## config.mk

```make
export PLATFORM = sky130hd
export DESIGN_NAME = traffic_ctrl
export DESIGN_NICKNAME = d
export VERILOG_FILES = /design/src/rtl/traffic_ctrl.sv
export SDC_FILE = /design/constraint.sdc
export NUM_CORES = 1
export LEC_CHECK = 0
export CORE_UTILIZATION = 25
export CTS_CLUSTER_DIAMETER = 120
export DETAILED_ROUTE_END_ITERATION = 12
export PLACE_DENSITY = 0.56
export SETUP_SLACK_MARGIN = 0.2
export SYNTH_ARGS = -nofsm -noshare
export SYNTH_HDL_FRONTEND = slang
export SYNTH_SLANG_ARGS = --single-unit
```

## constraint.sdc

```tcl
create_clock -name clk -period 5.8 [get_ports clk]
set_clock_uncertainty 0.1 [all_clocks]
set_input_delay 1.16 -clock clk [delete_from_list [all_inputs] [get_ports clk]]
set_output_delay 1.16 -clock clk [all_outputs]
set_load 0.1 [all_outputs]
```

## src/rtl/traffic_ctrl.sv

```systemverilog
// Two-road traffic light controller with per-second countdown and emergency overrides.
// Optional feature: define YELLOW_BLINK_EN to blink the yellow lamp (1 s on / 1 s off).
module traffic_ctrl #(
    parameter int unsigned T_MAJ_G = 40,
    parameter int unsigned T_MIN_G = 20,
    parameter int unsigned T_YEL   = 5
) (
    input  logic       clk,
    input  logic       rst_n,
    input  logic       tick_1hz,
    input  logic       emg_minor,
    input  logic       emg_major,
    input  logic       restart,
    output logic [2:0] major_ryg,
    output logic [2:0] minor_ryg,
    output logic [5:0] count,
    output logic       emg_active
);

    localparam logic [5:0] MajGDur = 6'(T_MAJ_G);
    localparam logic [5:0] MinGDur = 6'(T_MIN_G);
    localparam logic [5:0] YelDur  = 6'(T_YEL);

    localparam logic [2:0] LampR = 3'b100;
    localparam logic [2:0] LampG = 3'b001;

    typedef enum logic [1:0] {StMajG, StMajY, StMinG, StMinY} state_t;

    state_t     state_q, state_d;
    logic [5:0] count_q, count_d;
    logic [2:0] major_q, major_d;
    logic [2:0] minor_q, minor_d;
    logic       emg_q, emg_d;
    logic       emg_any;
    logic       yellow_on;

    assign emg_any = emg_major | emg_minor;

    // Next state and count; restart beats emergency freeze, which beats tick.
    always_comb begin
        state_d = state_q;
        count_d = count_q;
        if (restart) begin
            state_d = StMajG;
            count_d = MajGDur;
        end else if (!emg_any && tick_1hz) begin
            if (count_q > 6'd1) begin
                count_d = count_q - 6'd1;
            end else begin
                unique case (state_q)
                    StMajG: begin state_d = StMajY; count_d = YelDur;  end
                    StMajY: begin state_d = StMinG; count_d = MinGDur; end
                    StMinG: begin state_d = StMinY; count_d = YelDur;  end
                    StMinY: begin state_d = StMajG; count_d = MajGDur; end
                    default: begin state_d = StMajG; count_d = MajGDur; end
                endcase
            end
        end
    end

`ifdef YELLOW_BLINK_EN
    logic blink_q, blink_d;

    always_comb begin
        blink_d = blink_q;
        if (restart) begin
            blink_d = 1'b0;
        end else if ((state_d == StMajY || state_d == StMinY) && state_d != state_q) begin
            blink_d = 1'b0;
        end else if (!emg_any && tick_1hz && (state_q == StMajY || state_q == StMinY)) begin
            blink_d = ~blink_q;
        end
    end

    always_ff @(posedge clk) begin
        if (!rst_n) begin
            blink_q <= 1'b0;
        end else begin
            blink_q <= blink_d;
        end
    end

    assign yellow_on = ~blink_d;
`else
    assign yellow_on = 1'b1;
`endif

    // Lamps are decoded from the next state so they update on the causing edge.
    always_comb begin
        major_d = LampG;
        minor_d = LampR;
        emg_d   = 1'b0;
        if (emg_major) begin
            major_d = LampG;
            minor_d = LampR;
            emg_d   = 1'b1;
        end else if (emg_minor) begin
            major_d = LampR;
            minor_d = LampG;
            emg_d   = 1'b1;
        end else begin
            unique case (state_d)
                StMajG: begin major_d = LampG;                   minor_d = LampR; end
                StMajY: begin major_d = {1'b0, yellow_on, 1'b0}; minor_d = LampR; end
                StMinG: begin major_d = LampR;                   minor_d = LampG; end
                StMinY: begin major_d = LampR; minor_d = {1'b0, yellow_on, 1'b0}; end
                default: begin major_d = LampG;                  minor_d = LampR; end
            endcase
        end
    end

    always_ff @(posedge clk) begin
        if (!rst_n) begin
            state_q <= StMajG;
            count_q <= MajGDur;
            major_q <= LampG;
            minor_q <= LampR;
            emg_q   <= 1'b0;
        end else begin
            state_q <= state_d;
            count_q <= count_d;
            major_q <= major_d;
            minor_q <= minor_d;
            emg_q   <= emg_d;
        end
    end

    assign major_ryg  = major_q;
    assign minor_ryg  = minor_q;
    assign count      = count_q;
    assign emg_active = emg_q;

endmodule

```

Yosys cells after proc, flatten, opt, wreduce, memory -nomap -nowiden

Index checks and enable logic that the tools add are counted.
W data, S select, Z words.

Flip-flop bits (word level): 15
Input bits: 6
Logic and storage cells: 39

Add/sub/neg operators: 1
Magnitude comparators: 1
Equality and inequality tests: 6
Mux-type cells: 12
Bitwise logic cells: 2
Reductions and logical operators: 10

Operators with widths:

| kind                  | count |
|---|---|
| $pmux W3 S3           | 2 |
| $pmux W6 S3           | 1 |
| $reduce_or A2 Y1      | 5 |
| $eq A2 B2 Y1 const B  | 4 |
| $pmux W2 S4           | 1 |
| $gt A6 B1 Y1 const B  | 1 |
| $mux W2               | 3 |
| $mux W3               | 2 |
| $mux W6               | 1 |
| $sub A6 B1 Y6 const B | 1 |
| $eq A2 B1 Y1 const B  | 2 |
| $logic_not A2 Y1      | 2 |
| $reduce_or A3 Y1      | 1 |
| $mux W1               | 2 |
| $logic_and A1 B1 Y1   | 1 |
| $logic_not A1 Y1      | 1 |
| $not A1 Y1            | 1 |
| $or A1 B1 Y1          | 1 |

Logic depth before layout (Yosys ltp)

Depth in word-level cells: 9
Depth in mapped cells: 7

Worst setup path after synthesis

No wires, ideal clock.

Path kind: register to register
Start: reg count_q[1] (netlist: count[1])
End: reg major_q[1] (netlist: major_ryg[1])
Arrival time: 2,401 ps
Required time: 5,627 ps
Path slack: 3,226 ps
Cell stages (with the launch flop): 8
Clock period less this slack: 2,574 ps
Cells stage by stage: dfxtp_1 -> inv_1 -> ha_1 -> or2_0 -> clkbuf_1 -> and4_1 -> or3_4 -> nor3_2

Word-level cells in the longest chain between the ends: 7
Elaborated cells between the ends (all ways): 10
Classes of those cells: 1 x order compare; 3 x eq/ne; 4 x mux; 2 x reduce/logical

Ends and longest elaborated chain:

| element                    | line | RTL |
|---|---|---|
| start: declaration         | 30   | `logic [5:0] count_q, count_d;` |
| start signal: assignment   | 115  | `count_q <= MajGDur;` |
| start signal: assignment   | 121  | `count_q <= count_d;` |
| $gt A6 B1 Y1 *             | 47   | `if (count_q > 6'd1) begin` |
| $mux W2 *                  | 47   |  |
| $mux W2 *                  | 46   | `end else if (!emg_any && tick_1hz) begin` |
| $mux W2 *                  | 43   | `if (restart) begin` |
| $eq A2 B2 Y1               | 102  | `unique case (state_d)` |
| $reduce_or A2 Y1 (no line) | --   |  |
| $pmux W3 S3 *              | 102  |  |
| end signal: assignment     | 116  | `major_q <= LampG;` |
| end signal: assignment     | 122  | `major_q <= major_d;` |
| end: declaration           | 31   | `logic [2:0] major_q, major_d;` |

Mark *: on every way between the ends. The rest lies on a longest branch, timed or not.
A chain may end at the register's enable or synchronous reset.

Worst setup path after layout

Start: reg count_q[2] (netlist: count[2])
End: out count[2]

RTL lines:

| element          | line | RTL |
|---|---|---|
| end: declaration | 16   | `output logic [5:0] count,` |

No word-level cell between the ends.

==> results.yml <==
logic_synthesis:
  synthCells: 92
  synthDistinctLibCells: 39
  syn_nets: 106
  seq_area_frac_synth_pct: 35.29
  yosysWarnings: 0
  synth-seq-cells: 15
  avgSynthCellArea_um2: 9.248
  netlist_area_um2: 850.8
die:
  design.die.area_mm2: 0.003640
  die_w_um: 60.34
  fp.dieH_um: 60.34
  row_count: 20
  start_util_pct: 27.20
  core_mm2: 0.003128
  io_pins: 19
power_and_ir_drop:
  pwr-share-seq_pct: 52.2
  worst_ir_drop_vdd_uv: 49.33
  p_leak_uw: 0.0003787
  internal-power_uw: 141.8
  p_sw_share_pct: 30.55
  power_switching_uw: 62.38
  clock_power_share_pct: 29.5
  power_density_mw_per_mm2: 184.8
  p_comb_share_pct: 18.3
  power_uw: 204.2
setup_path:
  end_kind: "primary output"
  critPathBufInv: 1
  crit_slowest_cell: "clkdlybuf4s50_1"
  crit_chain: "clkdlybuf4s50_1"
  required_ns: 4.54
  crit_fanout: 7
  critical-path-max-stage-delay_ns: 1.20
  arrival_ns: 1.98
  crit_type: "reg2out"
  start_kind: "flop"
  critPathTopFamily: "buffers and inverters"
global_route:
  track_usage_pct: 10.69
  grt_max_degree: 11
  antenna_found_initial: 0
  grt_pass1_vias: 635
  grt_pass1_wl_mm: 2.849
  overflow: 0
route:
  num_vias: 732
  wl_per_cell_um: 10.92
  viasPerCell: 4.692
  dr.first_iter.drc_count: 24
  ant_nets: 0
  drc: 0
  first_pass_iters: 4
  drt-total-wl_mm: 1.703
timing:
  slew_violations: 0
  worstMarginPinSlew_ns: 0.9729
  fmax_mhz: 308.2
  hold_viol_final: 0
  fin_crit_sh_pct: 55.94
  setup_viol: 0
  slew_headroom_pct: 34.94
  rsz0062_at_grt: "false"
  fin_setup_tns_ns: 0
  finalCriticalPeriod_ns: 3.244
clock_tree:
  ctsHoldBuffers: 0
  clkSinkCount: 15
  post_cts_buffers: 0
  clk_pin_slew_ns: 0.10
  cts_tree: "done"
  h-tree-depth: 1
  cts_resized: 0
  clkLatencyLatePin_ns: 0.28
  max-clock-path-buffers: 2
  cts_root_buf: "clkbuf_4"
  numCtsBuffers: 3
run_status:
  status: "completed"
final_layout:
  drive_gt1_share_pct: 11.61
  syn2layout_area_growth_pct: 29.85
  fillers: 325
  fin_util_pct: 35.32
  n_antenna_cell: 0
  fin_nets: 127
placement:
  dp_hpwl_mm: 1.320
  port_buffers: 18
  gp_congestion: 0.8588
hold_path:
  hold_class: "reg2reg"
job:
  max_cap_violations: 0
[cell usage after synthesis]
| master | instances | area share [%] |
|---|---|---|
| dfxtp_1 | 15 | 35 |
| ha_1 | 8 | 12 |
| inv_1 | 7 | 3.1 |
| nand2_1 | 6 | 2.6 |
| nor3_1 | 6 | 3.5 |
| nor2_1 | 5 | 2.2 |
| a21oi_1 | 4 | 2.4 |
| nor2b_1 | 3 | 2.2 |
| a211o_1 | 2 | 2.1 |
| a31oi_1 | 2 | 1.5 |
| and2_1 | 2 | 1.5 |
| nand2b_1 | 2 | 1.5 |
| nand3_1 | 2 | 1.2 |
| nor3b_1 | 2 | 1.8 |
| o21ai_0 | 2 | 1.2 |
| a211oi_1 | 1 | 0.88 |
| a21o_1 | 1 | 0.88 |
| a221oi_1 | 1 | 1.0 |
| a311o_1 | 1 | 1.2 |
| and4_1 | 1 | 1.0 |
| buf_2 | 1 | 0.59 |
| clkbuf_1 | 1 | 0.44 |
| mux2i_1 | 1 | 1.2 |
| nand4_1 | 1 | 0.74 |
| nor2_2 | 1 | 0.74 |
| nor3_2 | 1 | 1.2 |
| nor3_4 | 1 | 1.9 |
| nor3b_4 | 1 | 2.2 |
| nor4_2 | 1 | 1.5 |
| nor4_4 | 1 | 2.5 |
| o21ai_1 | 1 | 0.59 |
| o31ai_1 | 1 | 0.88 |
| o41ai_1 | 1 | 1.0 |
| or2_0 | 1 | 0.74 |
| or2_2 | 1 | 0.74 |
| or3_1 | 1 | 0.74 |
| or3_4 | 1 | 1.3 |
| or3b_1 | 1 | 1.0 |
| or4_4 | 1 | 1.3 |
[layer usage]
layer	global-route usage (%)	wire length, µm	vias to the layer above
li1	-	-	371
met1	13.41	815	330
met2	16.33	764	29
met3	2.772	95	2
met4	6.645	27	0
met5	0	0	-
[cells by family (layout without fill, tap and decap cells)]
family	count (synthesis)	after routing	share of synthesized area [%]
AO/OA/AOI/OAI	17	17	13.53
adder cells (fa/ha/maj)	8	8	11.77
buffers and inverters	9	29	4.117
flip-flops	15	15	35.29
multiplexers	1	1	1.177
AND/OR/NAND/NOR	42	42	34.12
[layout make-up]
cell class,instances,area (µm²),area share (%)
Timing Repair Buffer,18,180.2,16.31
Multi-Input combinational cell,68,515.5,46.66
Tap cell,44,55.05,4.983
Inverter,7,26.28,2.378
Clock buffer,3,22.52,2.039
Clock inverter,1,5.005,0.4530
Sequential cell,15,300.3,27.18
[layout by cell type (no fill, tap or decap), types with 2 or more instances in the layout]
master           netlist  final
a211o_1                2      2
a21oi_1                4      4
a31oi_1                2      2
and2_1                 2      2
clkbuf_4               0      3
clkdlybuf4s50_1        0     18
dfxtp_1               15     15
ha_1                   8      8
inv_1                  7      7
nand2_1                6      6
nand2b_1               2      2
nand3_1                2      2
nor2_1                 5      5
nor2b_1                3      3
nor3_1                 6      6
nor3b_1                2      2
o21ai_0                2      2
[power by group through the flow]
| stage | clock network [µW] | logic, µW | registers [µW] |
|---|---|---|---|
| 6_report | 60.2 | 37.4 | 107 |
| 5_1_grt | 69.6 | 39.1 | 107 |
| 4_1_cts | 61.5 | 37.4 | 107 |
| 3_5_place_dp | 0 | 37.2 | 109 |
| 3_3_place_gp | 0 | 37.3 | 109 |
| 2_1_floorplan | 0 | 9.98 | 125 |
[stage by stage]
| step | setup WS (ns) | hold slack [ns] | instance area, µm² | std cells |
|---|---|---|---|---|
| after floorplan | 3.226 | 0.4768 | 850.8 | 92 |
| after global placement | 2.782 | 0.3785 | 1077 | 152 |
| after detailed placement | 2.754 | 0.3877 | 1077 | 152 |
| after CTS | 2.553 | 0.4009 | 1105 | 156 |
| after global routing | 2.507 | 0.4466 | 1105 | 156 |
| final | 2.556 | 0.3966 | 1105 | 156 |
[path summary, 6_finish.rpt]
path | from | endpoint | slack (ns) | depth (start not counted)
min | count[1]$_SDFFE_PP0N_ | count[1]$_SDFFE_PP0N_ | 0.40 | 2
min reg2reg | count[1]$_SDFFE_PP0N_ | count[1]$_SDFFE_PP0N_ | 0.40 | 2
max | count[2]$_SDFFE_PP0N_ | count[2] | 2.56 | 1
max reg2reg | count[0]$_SDFFE_PP0N_ | major_ryg[1]$_SDFF_PP0_ | 3.72 | 6
[registers in the layout, indices dropped and copies added (netlist names)]
| register | count |
|---|---|
| count | 6 |
| minor_ryg | 3 |
| emg_active | 1 |
| major_ryg | 3 |
| state_q | 2 |
Power figures use the tool's default switching activity.
==> edit: new RTL, same settings <==
Build with the macro `YELLOW_BLINK_EN` defined.
--- a/src/rtl/traffic_ctrl.sv
+++ b/src/rtl/traffic_ctrl.sv
@@ -1,5 +1,7 @@
 // Two-road traffic light controller with per-second countdown and emergency overrides.
 // Optional feature: define YELLOW_BLINK_EN to blink the yellow lamp (1 s on / 1 s off).
+`define YELLOW_BLINK_EN
+
 module traffic_ctrl #(
     parameter int unsigned T_MAJ_G = 40,
     parameter int unsigned T_MIN_G = 20,
Function: same outputs for any inputs over 10 cycles, from zero or initial values and one cycle with rst_n low; that may be too few to reach the edited logic, so the function may still have changed.
==> edit against the unedited design <==
- routed wire length grew 17%
- global-route usage grew 0.17 points
- worst hold slack gained 0.048 ns
- design area grew 9.1%
- power grew 22%
- synthesized area grew 9.3%
- worst setup slack gained 0.13 ns
- sequential cell count grew 1
- critical path type unchanged
- largest power group unchanged
==> edit: results (changes against the unedited design) <==
Synthesis
  • Yosys cell types: 38 (-2.6%)
  • Cells after Synth: 105 (+14%)
  • Sequential share of the synthesized area: 34.45% (-0.84 points)

Routing
  • DRT iter0 DRCs: 25 (+4.2%)
  • DRT Pass-1 Iters: 3 (-1)
  • Avg WL per Cell: 11.62 um (+6.4%)
  • DR vias: 808 (+10%)

Finish
  • Share of cells above drive strength 1: 11.20% (-0.41 points)
  • Post-route non-filler standard cell count: 171 (+9.6%)
  • Final Cell Area: 1205 sq um (+9.1%)
  • Fillcell total: 358 (+10%)
  • NumNets Final: 140 (+10%)

Place
  • Dpl cells: 167 (+9.9%)
  • Dpl ws: 2.537 ns (-0.2173 ns)
  • Dpl hpwl: 1506 um (+14%)
  • Routability-driven placement congestion ratio: 0.7858 (-8.5%)

Min path
  • HP Start: count[5]
  • Hold path endpoint: count[5]

Setup path
  • Worst Path Max Fanout: 6 (-1)
  • Max incr delay on CP: 1.17 ns (-0.03 ns)
  • CP arrival: 1.85 ns (-0.13 ns)
  • Worst R2R Path Depth: 7 (+1)

Clock tree
  • Reg clk slew, reported paths: 0.07 ns (-0.03 ns)

Global routing
  • First-pass GRT wire length: 3422 um (+20%)
  • Vias in the first global route: 763 (+20%)

Status
  • Outcome: finished, final reports clean

Power
  • Static leakage: 0.0004547 uW (+20%)
[edit: changes by cell type after synthesis, sizes merged, moves of 3 or more]
cell   change
o22ai      +3
nor2b      -3
a21oi      +4
nor2       +6
mux2i      +3
[edit: routing by layer]
layer / vias up / part of all wire (%) / GRT usage [%]
met3: 2 / 4.3 / 4.015
met5: - / 0 / 0
met2: 18 / 44 / 18.15
li1: 408 / - / -
met1: 380 / 52 / 13.02
met4: 0 / 0.30 / 2.616
[edit: logic make-up (layout without fill, tap and decap cells)]
family	after synthesis	in the layout	share of synthesized area (%)
and+or+nand+nor	42	42	26.11
AOI/OAI and AO/OA	23	23	16.56
DFF	16	16	34.46
buffers and inverters	9	29	4.710
adders and majority gates	8	8	10.77
muxes	5	5	5.518
xor gates and xnor gates	2	2	1.885
[edit: how the worst max path moves through the flow]
stage | from | end | slack, ns | depth (start not counted)
after floorplan | count[0] | minor_ryg[1] | 3.13 | 7
after global placement | emg_minor | count[5] | 2.56 | 6
after detailed placement | emg_minor | count[5] | 2.54 | 6
after CTS | count[0] | count[0] | 2.67 | 1
after global routing | count[0] | count[0] | 2.63 | 1
final | count[0] | count[0] | 2.69 | 1
[edit: worst reg2reg max path: cells and delay by family, from the launching register on]
kind            cells  cell delay (ns)
compound gates      2             0.44
xor+xnor            1             0.27
fa+ha+maj           1             0.36
buf+inv             1             0.13
flops               1             0.49
simple gates        2             0.34
[edit: final cells by class]
type	instances	area share (%)
tap	46	4.777
inverter	7	2.181
sequential	16	26.58
clock buffer	4	4.569
timing repair buffer	18	14.95
multi-input combinational	80	46.94
[edit: where the power goes]
group | leakage [uW] | internal (uW) | switching [uW]
Clock | 0.0000288 | 60.3 | 38.9
Combinational | 0.000296 | 11.8 | 25.7
Sequential | 0.000130 | 112 | 1.35
